`config.mk`:
```
export PLATFORM = sky130hd
export DESIGN_NAME = io_channel_bank
export DESIGN_NICKNAME = d
export VERILOG_FILES = /design/src/rtl/io_bank_pkg.sv /design/src/rtl/io_pulse_seq.sv /design/src/rtl/io_channel_bank.sv
export SDC_FILE = /design/constraint.sdc
export NUM_CORES = 1
export LEC_CHECK = 0
export BUFFER_PORTS_ARGS = -buffer_cell sky130_fd_sc_hd__clkbuf_2
export CORE_MARGIN = 2
export CORE_UTILIZATION = 45
export CTS_BUF_LIST = sky130_fd_sc_hd__clkbuf_8
export CTS_CLUSTER_SIZE = 40
export DETAILED_ROUTE_END_ITERATION = 16
export PLACE_DENSITY = 0.76
export SYNTH_ARGS = -nofsm -noshare
export SYNTH_HDL_FRONTEND = slang
export SYNTH_HIERARCHICAL = 1
export SYNTH_SLANG_ARGS = --single-unit
export TNS_END_PERCENT = 5
```
`constraint.sdc`:
```
create_clock -name SIM_CLK -period 2.38 [get_ports SIM_CLK]
set_input_delay 0.119 -clock SIM_CLK [delete_from_list [all_inputs] [get_ports SIM_CLK]]
set_output_delay 0.119 -clock SIM_CLK [all_outputs]
set_load 0.005 [all_outputs]
```
`src/rtl/io_bank_pkg.sv`:
```
// io_bank_pkg
//   Shared types and helpers for the I/O channel bank.
//   - pulse_state_t : pulse-train sequencer states
//   - chan_hit_t    : result of an address decode (hit flag + channel index)
//   - chan_hit()    : decodes a channel address against a base and a channel count
//   - pulse_cnt_w() : width of the half-period counter for a given divider
//   - PULSE_CNT_W   : counter width for the default divider of 16
package io_bank_pkg;

  typedef enum logic [1:0] {
    IDLE = 2'd0,
    HIGH = 2'd1,
    LOW  = 2'd2
  } pulse_state_t;

  // The index is 4 bits wide because the bank never exceeds 16 channels.
  typedef struct packed {
    logic       hit;
    logic [3:0] idx;
  } chan_hit_t;

  localparam int PULSE_DIV_DEFAULT = 16;
  localparam int PULSE_CNT_W       = $clog2(PULSE_DIV_DEFAULT);

  // The counter runs 0..div-1; a divider of 1 still needs one bit.
  function automatic int pulse_cnt_w(input int div);
    return (div > 1) ? $clog2(div) : 1;
  endfunction

  function automatic chan_hit_t chan_hit(input logic [31:0] addr,
                                         input logic [31:0] base,
                                         input int          n);
    chan_hit_t  r;
    logic [31:0] off;
    off   = addr - base;
    r.hit = (addr >= base) && (off < 32'(n));
    r.idx = off[3:0];
    return r;
  endfunction

endpackage

```
`src/rtl/io_pulse_seq.sv`:
```
// io_pulse_seq
//   Pulse-train sequencer for one channel of io_channel_bank. It emits
//   PULSE_DIV cycles high followed by PULSE_DIV cycles low per count, and
//   asks the bank to decrement the count register at the end of every low
//   half-period. The count itself lives in the bank's channel register.
//   Ports:
//     clk_i            clock
//     rst_i            asynchronous active-high reset
//     load_i           start a train (count already checked nonzero)
//     abort_i          return to IDLE immediately, no done
//     count_nonzero_i  count will still be nonzero after the pending decrement
//     pulse_o          pulse-train output
//     busy_o           sequencer in HIGH or LOW
//     done_o           one-cycle flag in the first idle cycle after a train
//     dec_o            decrement the count register at this edge
module io_pulse_seq
  import io_bank_pkg::*;
#(
  parameter int PULSE_DIV = 16
) (
  input  logic clk_i,
  input  logic rst_i,
  input  logic load_i,
  input  logic abort_i,
  input  logic count_nonzero_i,
  output logic pulse_o,
  output logic busy_o,
  output logic done_o,
  output logic dec_o
);

  localparam int               CNT_W    = pulse_cnt_w(PULSE_DIV);
  localparam logic [CNT_W-1:0] CNT_LAST = CNT_W'(PULSE_DIV - 1);

  pulse_state_t     state_q, state_d;
  logic [CNT_W-1:0] cnt_q, cnt_d;
  logic             done_q, done_d;

  always_ff @(posedge clk_i or posedge rst_i) begin
    if (rst_i) begin
      state_q <= IDLE;
      cnt_q   <= '0;
      done_q  <= 1'b0;
    end else begin
      state_q <= state_d;
      cnt_q   <= cnt_d;
      done_q  <= done_d;
    end
  end

  always_comb begin
    state_d = state_q;
    cnt_d   = cnt_q;
    done_d  = 1'b0;
    dec_o   = 1'b0;
    if (abort_i) begin
      state_d = IDLE;
      cnt_d   = '0;
    end else begin
      case (state_q)
        IDLE: begin
          if (load_i) begin
            state_d = HIGH;
            cnt_d   = '0;
          end
        end
        HIGH: begin
          if (cnt_q == CNT_LAST) begin
            state_d = LOW;
            cnt_d   = '0;
          end else begin
            cnt_d = cnt_q + 1'b1;
          end
        end
        LOW: begin
          if (cnt_q == CNT_LAST) begin
            // End of one full period: the bank decrements the count here.
            dec_o = 1'b1;
            cnt_d = '0;
            if (count_nonzero_i) begin
              state_d = HIGH;
            end else begin
              state_d = IDLE;
              done_d  = 1'b1;
            end
          end else begin
            cnt_d = cnt_q + 1'b1;
          end
        end
        default: begin
          state_d = IDLE;
          cnt_d   = '0;
        end
      endcase
    end
  end

  // Decoded from the state register so an asynchronous reset drops them at once.
  assign pulse_o = (state_q == HIGH);
  assign busy_o  = (state_q != IDLE);
  assign done_o  = done_q;

endmodule

```
`src/rtl/io_channel_bank.sv`:
```
// io_channel_bank
//   Bank of NCHAN addressable WIDTH-bit output channels on the central
//   channel bus. Channels occupy BASE_ADDR..BASE_ADDR+NCHAN-1. Writes load
//   WL, clears zero a channel, reads return the channel OR-ed with its CHIN
//   slice one cycle later. GOJAM clears every channel.
//   Optional feature macro: IOBANK_PULSE_EN. When defined, channel PULSE_CHAN
//   drives a pulse-train sequencer whose count is the channel register; when
//   undefined that channel is a plain register and the PULSE_* outputs are 0.
//   Ports:
//     SIM_CLK, SIM_RST      clock, asynchronous active-high reset
//     GOJAM                 synchronous restart (clears all, aborts sequencer)
//     CHADDR                channel address
//     RCHG / WCHG / CCHG    read / write / clear strobes
//     WL                    write data
//     CHIN                  external OR inputs, slice i for channel i
//     CH, CH_VALID          registered read data and one-cycle valid
//     CHOUT                 all channel registers, slice i for channel i
//     PULSE, PULSE_BUSY     pulse output and sequencer-active flag
//     PULSE_DONE            one-cycle completion flag
//     PULSE_OVR             sticky flag: write to the pulse channel while busy
module io_channel_bank
  import io_bank_pkg::*;
#(
  parameter int NCHAN      = 4,
  parameter int WIDTH      = 15,
  parameter int ADDRW      = 9,
  parameter int BASE_ADDR  = 'o13,
  parameter int PULSE_CHAN = 1,
  parameter int PULSE_DIV  = 16
) (
  input  logic                   SIM_CLK,
  input  logic                   SIM_RST,
  input  logic                   GOJAM,
  input  logic [ADDRW-1:0]       CHADDR,
  input  logic                   RCHG,
  input  logic                   WCHG,
  input  logic                   CCHG,
  input  logic [WIDTH-1:0]       WL,
  input  logic [NCHAN*WIDTH-1:0] CHIN,
  output logic [WIDTH-1:0]       CH,
  output logic                   CH_VALID,
  output logic [NCHAN*WIDTH-1:0] CHOUT,
  output logic                   PULSE,
  output logic                   PULSE_BUSY,
  output logic                   PULSE_DONE,
  output logic                   PULSE_OVR
);

  if (NCHAN < 1 || NCHAN > 16 || PULSE_DIV < 1 ||
      PULSE_CHAN < 0 || PULSE_CHAN >= NCHAN) begin : g_bad_param
    $error("io_channel_bank: illegal parameter set");
  end

  logic [WIDTH-1:0] chan_q [NCHAN];
  logic [WIDTH-1:0] chan_d [NCHAN];
  logic [WIDTH-1:0] ch_q, ch_d;
  logic             ch_valid_q, ch_valid_d;

  chan_hit_t hit_s;
  logic      wr_hit, clr_hit, rd_hit;
  logic      seq_busy, seq_dec;

  assign hit_s   = chan_hit(32'(CHADDR), 32'(BASE_ADDR), NCHAN);
  assign wr_hit  = WCHG & hit_s.hit;
  assign clr_hit = CCHG & hit_s.hit;
  assign rd_hit  = RCHG & hit_s.hit;

  // Reads see the register before any same-cycle write lands.
  always_comb begin
    ch_d       = '0;
    ch_valid_d = 1'b0;
    if (rd_hit) begin
      ch_valid_d = 1'b1;
      for (int i = 0; i < NCHAN; i++) begin
        if (hit_s.idx == 4'(i)) ch_d = chan_q[i] | CHIN[i*WIDTH +: WIDTH];
      end
    end
  end

  // GOJAM > clear > write. A write to the pulse channel while the sequencer
  // runs is dropped so the remaining count stays intact.
  always_comb begin
    for (int i = 0; i < NCHAN; i++) chan_d[i] = chan_q[i];
    if (GOJAM) begin
      for (int i = 0; i < NCHAN; i++) chan_d[i] = '0;
    end else begin
      for (int i = 0; i < NCHAN; i++) begin
        if (hit_s.idx == 4'(i)) begin
          if (clr_hit)                                     chan_d[i] = '0;
          else if (wr_hit && !(i == PULSE_CHAN && seq_busy)) chan_d[i] = WL;
        end
      end
      // The sequencer only decrements while busy, when pulse-channel writes
      // are ignored and clears abort it, so this never collides.
      if (seq_dec) chan_d[PULSE_CHAN] = chan_q[PULSE_CHAN] - 1'b1;
    end
  end

  always_ff @(posedge SIM_CLK or posedge SIM_RST) begin
    if (SIM_RST) begin
      for (int i = 0; i < NCHAN; i++) chan_q[i] <= '0;
      ch_q       <= '0;
      ch_valid_q <= 1'b0;
    end else begin
      for (int i = 0; i < NCHAN; i++) chan_q[i] <= chan_d[i];
      ch_q       <= ch_d;
      ch_valid_q <= ch_valid_d;
    end
  end

  assign CH       = ch_q;
  assign CH_VALID = ch_valid_q;

  for (genvar g = 0; g < NCHAN; g++) begin : g_chout
    assign CHOUT[g*WIDTH +: WIDTH] = chan_q[g];
  end

`ifdef IOBANK_PULSE_EN
  logic pc_sel, seq_load, seq_abort, cnt_nonzero;
  logic ovr_q, ovr_d;

  assign pc_sel    = (hit_s.idx == 4'(PULSE_CHAN));
  assign seq_load  = wr_hit & ~clr_hit & ~GOJAM & pc_sel & ~seq_busy & (WL != '0);
  assign seq_abort = GOJAM | (clr_hit & pc_sel);
  // Tells the sequencer whether the count survives the pending decrement.
  assign cnt_nonzero = (chan_q[PULSE_CHAN] != WIDTH'(1));

  io_pulse_seq #(
    .PULSE_DIV(PULSE_DIV)
  ) u_pulse_seq (
    .clk_i          (SIM_CLK),
    .rst_i          (SIM_RST),
    .load_i         (seq_load),
    .abort_i        (seq_abort),
    .count_nonzero_i(cnt_nonzero),
    .pulse_o        (PULSE),
    .busy_o         (seq_busy),
    .done_o         (PULSE_DONE),
    .dec_o          (seq_dec)
  );

  always_comb begin
    ovr_d = ovr_q;
    if (seq_abort)                                   ovr_d = 1'b0;
    else if (wr_hit && !clr_hit && pc_sel && seq_busy) ovr_d = 1'b1;
  end

  always_ff @(posedge SIM_CLK or posedge SIM_RST) begin
    if (SIM_RST) ovr_q <= 1'b0;
    else         ovr_q <= ovr_d;
  end

  assign PULSE_BUSY = seq_busy;
  assign PULSE_OVR  = ovr_q;
`else
  assign seq_busy   = 1'b0;
  assign seq_dec    = 1'b0;
  assign PULSE      = 1'b0;
  assign PULSE_BUSY = 1'b0;
  assign PULSE_DONE = 1'b0;
  assign PULSE_OVR  = 1'b0;
`endif

endmodule

```
Word-level counts from Yosys, hierarchy flattened
Index checks and enable logic that the tools add are counted.
W data, S select, Z words.

cells by class
  $lt $le $gt $ge = 2
  mux-type cells = 13
  equality and inequality tests = 3
  add/sub/neg operators = 1
  reduce and logical (&&, ||, !) cells = 11
  bitwise gates (word level) = 7

operators with widths
  cell                    count
  $mux W15                11
  $mux W60                1
  $or A15 B15 Y15         4
  $lt A32 B3 Y1 const B   1
  $sub A9 B4 Y10 const B  1
  $ge A9 B4 Y1 const B    1
  $eq A4 B2 Y1 const B    2
  $reduce_and A2 Y1       4
  $reduce_bool A2 Y1      4
  $eq A4 B1 Y1 const B    1
  $logic_not A4 Y1        1
  $and A1 B1 Y1           3
  $reduce_bool A3 Y1      1
  $logic_and A1 B1 Y1     1
  $mux W1                 1

storage, ports and cells
  flip-flop bits (word level) = 76
  input bits = 90
  output and inout bits = 80
  logic and storage cells = 43

Logic depth before layout (Yosys ltp)
  word-level depth = 8
  mapped depth = 6
  gate-level depth less buffers = 4

Least setup slack after synthesis
Ideal clock, no wire load.

  path type = input to register
  from = in CHADDR[8]
  to = reg chan_q, in the netlist CHOUT[30]
  required time = 2.259 ns
  arrival = 1.140 ns
  path slack = 1.119 ns
  library setup time = 0.121 ns
  path buffers = 1
  cell stages on the path = 5
  cell sequence = nor4b_2 -> o2111a_2 -> a31oi_2 -> buf_2 -> o2bb2ai_1

on the way
  longest elaborated chain between the ends = 7
  elaborated cells between the ends (all ways) = 11
  classes of those cells = add/sub (1); order compare (2); mux (3); bitwise (2); reduce/logical (3)

RTL lines
  element                RTL line               RTL
  from (decl)            io_channel_bank.sv:34  input logic [ADDRW-1:0] CHADDR,
  $sub A9 B4 Y10         io_bank_pkg.sv:35      off = addr - base;
  $lt A32 B3 Y1          io_bank_pkg.sv:36      r.hit = (addr >= base) && (off < 32'(n));
  $logic_and A1 B1 Y1 *  io_bank_pkg.sv:36
  $and A1 B1 Y1          io_channel_bank.sv:65  assign clr_hit = CCHG & hit_s.hit;
  $mux W15               io_channel_bank.sv:89  if (clr_hit) chan_d[i] = '0;
  $mux W15               io_channel_bank.sv:88  if (hit_s.idx == 4'(i)) begin
  $mux W60               io_channel_bank.sv:84  if (GOJAM) begin
  to (decl)              io_channel_bank.sv:54  logic [WIDTH-1:0] chan_q [NCHAN];

Every way passes the cells marked *; elsewhere a longest branch is shown, timed or not. The select of a mux whose other input is x is not followed.
A chain may end at the register's enable or synchronous reset.

Worst setup path after layout
  from = in CHADDR[2]
  to = reg chan_q, in the netlist CHOUT[40]

on the way
  longest elaborated chain between the ends = 7
  elaborated cells between the ends (all ways) = 13
  classes of those cells = add/sub (1); order compare (2); eq/ne (1); mux (3); bitwise (2); reduce/logical (4)

RTL lines
  element              RTL line
  $sub A9 B4 Y10       io_bank_pkg.sv:35
  $lt A32 B3 Y1        io_bank_pkg.sv:36
  $logic_and A1 B1 Y1  io_bank_pkg.sv:36
  $and A1 B1 Y1        io_channel_bank.sv:65
  $mux W15             io_channel_bank.sv:89
  $mux W15             io_channel_bank.sv:88
  $mux W60             io_channel_bank.sv:84

Parallel ways exist; a longest one is shown, timed or not. The select of a mux whose other input is x is not followed.

==> out/summary.md <==
Among all flip-flop cells after synthesis, the most frequent one is dfrtp_1. For the sequential share of power, the log shows 0.479. The max-slew violation count was 0. The run gives 0.459 as the initial core utilization. On the critical path, the stage with the largest delay is an instance of o2111ai_2. The number of hold buffers added after CTS is 1, and the cell area power density is 581 nW/µm². The via count normalized by instance count is 5.82. The logs give 834 µm for the wire length on met3 and 552 for the number of instances in the placed design. Insertion delay to the later sink of the worst-skew pair: 0.35 ns. The number of synthesized register bits is 76, and the maximum buffer depth of the clock tree is 2.

Dividing the detail-routed wire length by the instance count gives 19.9 µm. The number of filler instances in the final layout was 656. Largest net degree at the start of global routing: 77. The final route contains 3309 vias. The overall routing resource usage came out at 0.270.

The slew at the pin with the worst max-slew slack was 0.969 ns; the final RePlAce weighted congestion was 0.862. The final layout contains routed wiring with a total length of 11.3 mm. The number of hold violations in the final report is 0, and the cell-internal power is 2070 µW. In this run the worst path has a maximum fanout of 15.

The share of the clock period used by the worst path is 0.639. Clock tree synthesis selected as its root buffer the cell clkbuf_8. Broken down by cell family, the worst path's largest delay share belongs to compound AO/OA/AOI/OAI gates. The Yosys step of the flow raised 6 warnings.

The number of gates resized after CTS was 0. The biggest cell delay along the critical path came out at 0.59 ns. For the wire length of the first global-routing pass, the log shows 17.5 mm.

The final cell utilization of the core is 0.606. In this run the post-CTS setup repair buffer count came out at 0. Signal routing reaches up to met4. The worst setup path is captured at a flip-flop.

Traced cell by cell, the critical path runs through clkbuf_2, and3b_1, o2111ai_2, o2bb2ai_1. The kind of start point of the critical path was a primary input. The worst hold path belongs to the class primary input to flip-flop. The critical path buffer and inverter count works out to 1.

Once detail routing completed, the nets flagged for antenna violations numbered 0. After the first detailed-routing iteration, the DRC count stood at 191. The clock arrives with 0.00900 ns of skew. The horizontal extent of the die is 92.3 µm, and the switching share of power is 0.232. Compared with the post-synthesis result, the final layout area differs by 32.1%. Setup repair after global routing left no endpoint under its margin. The final standard cell area without fillers is 4640 µm². Subtracting the final worst setup slack from the clock period gives 1.52 ns.

The post-place instance area is 4400 µm², and the instance count of the mapped netlist is 299. The logs give 0 for the number of antenna violations at the first check in global routing and 1.79 ns for the worst path arrival time. The library cell used most frequently in the layout, excluding fill and tap cells, is clkbuf_2. Counting the buffers created by CTS gives 9. The data required time at the worst endpoint was 2.65 ns. The detailed-routing wirelength on met1 came out at 4.80 mm. The first detailed-routing pass ran for 5 iterations. Across the run, the number of max-cap violations was 0. The combinational fraction of design power is 0.090, and the relative slew slack is 0.354. For this design the top-level I/O count stands at 170.

In the layout the commonest cells are 165 x clkbuf_2, 76 x dfrtp_1, 59 x o2bb2ai_1. The total negative setup slack came out at 0 ns. The post-synthesis area per instance came out at 11.7 µm². After the last flow step, the layout net total stands at 552.

The number of enable-type register cells in the synthesized netlist was 0; the standby leakage power was 0.00229 µW. The worst-case IR drop observed on VDD is 0.284 mV. The HPWL after detailed placement is 8.01 mm. Wire segments on met2 add up to 5.44 mm in the final route. Async set or reset register ratio after synthesis: 1.00. The share of cells above drive strength 1 was 0.441.

In this run the number of H-tree levels came out at 3. Timing would allow up to 658 MHz. Row generation in the floorplan step produced 32 rows. The clock net in this run drives a total of 76 sinks. The count of cell types in the netlist was 46. The combined area of all synthesized cells came out at 3510 µm². The antenna diode instance count was 0; the core footprint was 7650 µm². The analysis attributes to net switching a power of 625 µW. TritonCTS built the clock tree. The clock group share of total power was 0.431; the DRC violation count after routing was 0. The tools report the setup violation total in the final timing report as 0. The tools report the sequential cell area fraction in the yosys report as 0.542. The design draws 2700 µW.

The die covers 8520 µm². After clock tree synthesis, the clock-pin slew on the worst setup and hold paths is 0.08 ns. The setup path with the least slack is of type primary input to flip-flop.

The count of non-filler cells in the finished layout came out at 569. For the final global-route overflow total, the log shows 0. During placement, the flow inserted port buffers numbering 165. In this run the vertical extent of the chip is 92.3 µm. The run finished with clean final reports. The run gives 3238 as the number of global-route vias before repair.
-- cell usage after synthesis (all sizes together), types with 2 or more instances --
cell type	n	area [µm²]
nor2	15	58.8
nor3	13	70.1
nand2b	17	106
nand3b	2	18.8
o311ai	6	52.6
dfrtp	76	1900
o2bb2ai	59	517
a22oi	2	15.0
clkbuf	4	15.0
a2111oi	7	80.1
nand2	13	51.3
or3	4	25.0
buf	19	128
o21ai	17	85.1
inv	3	11.3
nor3b	2	20.0
a21oi	6	41.3
and2	2	15.0
o211ai	3	46.3
o31ai	9	67.6
a311oi	5	43.8
a211oi	3	22.5
-- path summary, 6_finish.rpt --
check / start / end / slack, ns / depth (start not counted)
setup / recovery: CHADDR[2] / CHOUT[40] / 0.86 / 4
hold reg to reg: CHOUT[8] / CHOUT[8] / 0.52 / 1
setup reg to reg: CHOUT[17] / CH[2] / 1.18 / 4
max in group asynchronous: SIM_RST / CHOUT[9] / 1.67 / 4
hold / removal: WL[3] / CHOUT[48] / 0.07 / 3
min in group asynchronous: SIM_RST / CHOUT[6] / 0.35 / 4
-- area by class of cell --
type / instances / area, µm² / share of cell area
clock buffer: 9 / 124 / 0.0267
clock inverter: 7 / 108 / 0.0232
inverter: 3 / 12.5 / 0.00270
multi-input combinational: 200 / 1470 / 0.317
sequential: 76 / 1900 / 0.410
tap: 102 / 128 / 0.0275
timing repair buffer: 172 / 893 / 0.193
-- power by group through the flow --
stage | Sequential, µW | Clock, µW | Combinational (µW)
global route | 1290 | 1230 | 267
CTS | 1290 | 1170 | 244
global placement | 1320 | 0 | 238
finish | 1290 | 1160 | 244
floorplan | 1320 | 0 | 127
detailed placement | 1320 | 0 | 241
-- routing by layer --
layer / GRT usage / vias to the layer above
li1: - / 1477
met1: 0.373 / 1640
met2: 0.423 / 170
met3: 0.0586 / 22
met4: 0.0945 / 0
met5: 0 / -
-- state kept, by name, indices dropped and copies added (netlist names) --
name	count
CHOUT	60
CH	15
CH_VALID	1
-- kinds of logic (layout without fill, tap and decap cells) --
logic type / Yosys count / count (layout) / synth area share
other: 1 / 4 / 0.00107
flip-flops: 76 / 76 / 0.542
AO/OA/AOI/OAI: 122 / 122 / 0.294
AND/OR/NAND/NOR: 74 / 74 / 0.120
buffers and inverters: 26 / 191 / 0.0438
-- tightest hold or removal path, delay by kind of cell --
family                 cells  cell delay [ns]
AOI/OAI and AO/OA          1             0.07
and+or+nand+nor            1             0.12
buffers and inverters      1             0.08
-- metrics by stage --
stage               hold WS, ns  setup WS, ns
finish                   0.0728         0.860
global placement          0.215         0.591
CTS                      0.0660         0.919
detailed placement        0.222         0.536
floorplan                 0.277         0.323
global route             0.0969         0.783
Power figures use the tool's default switching activity.
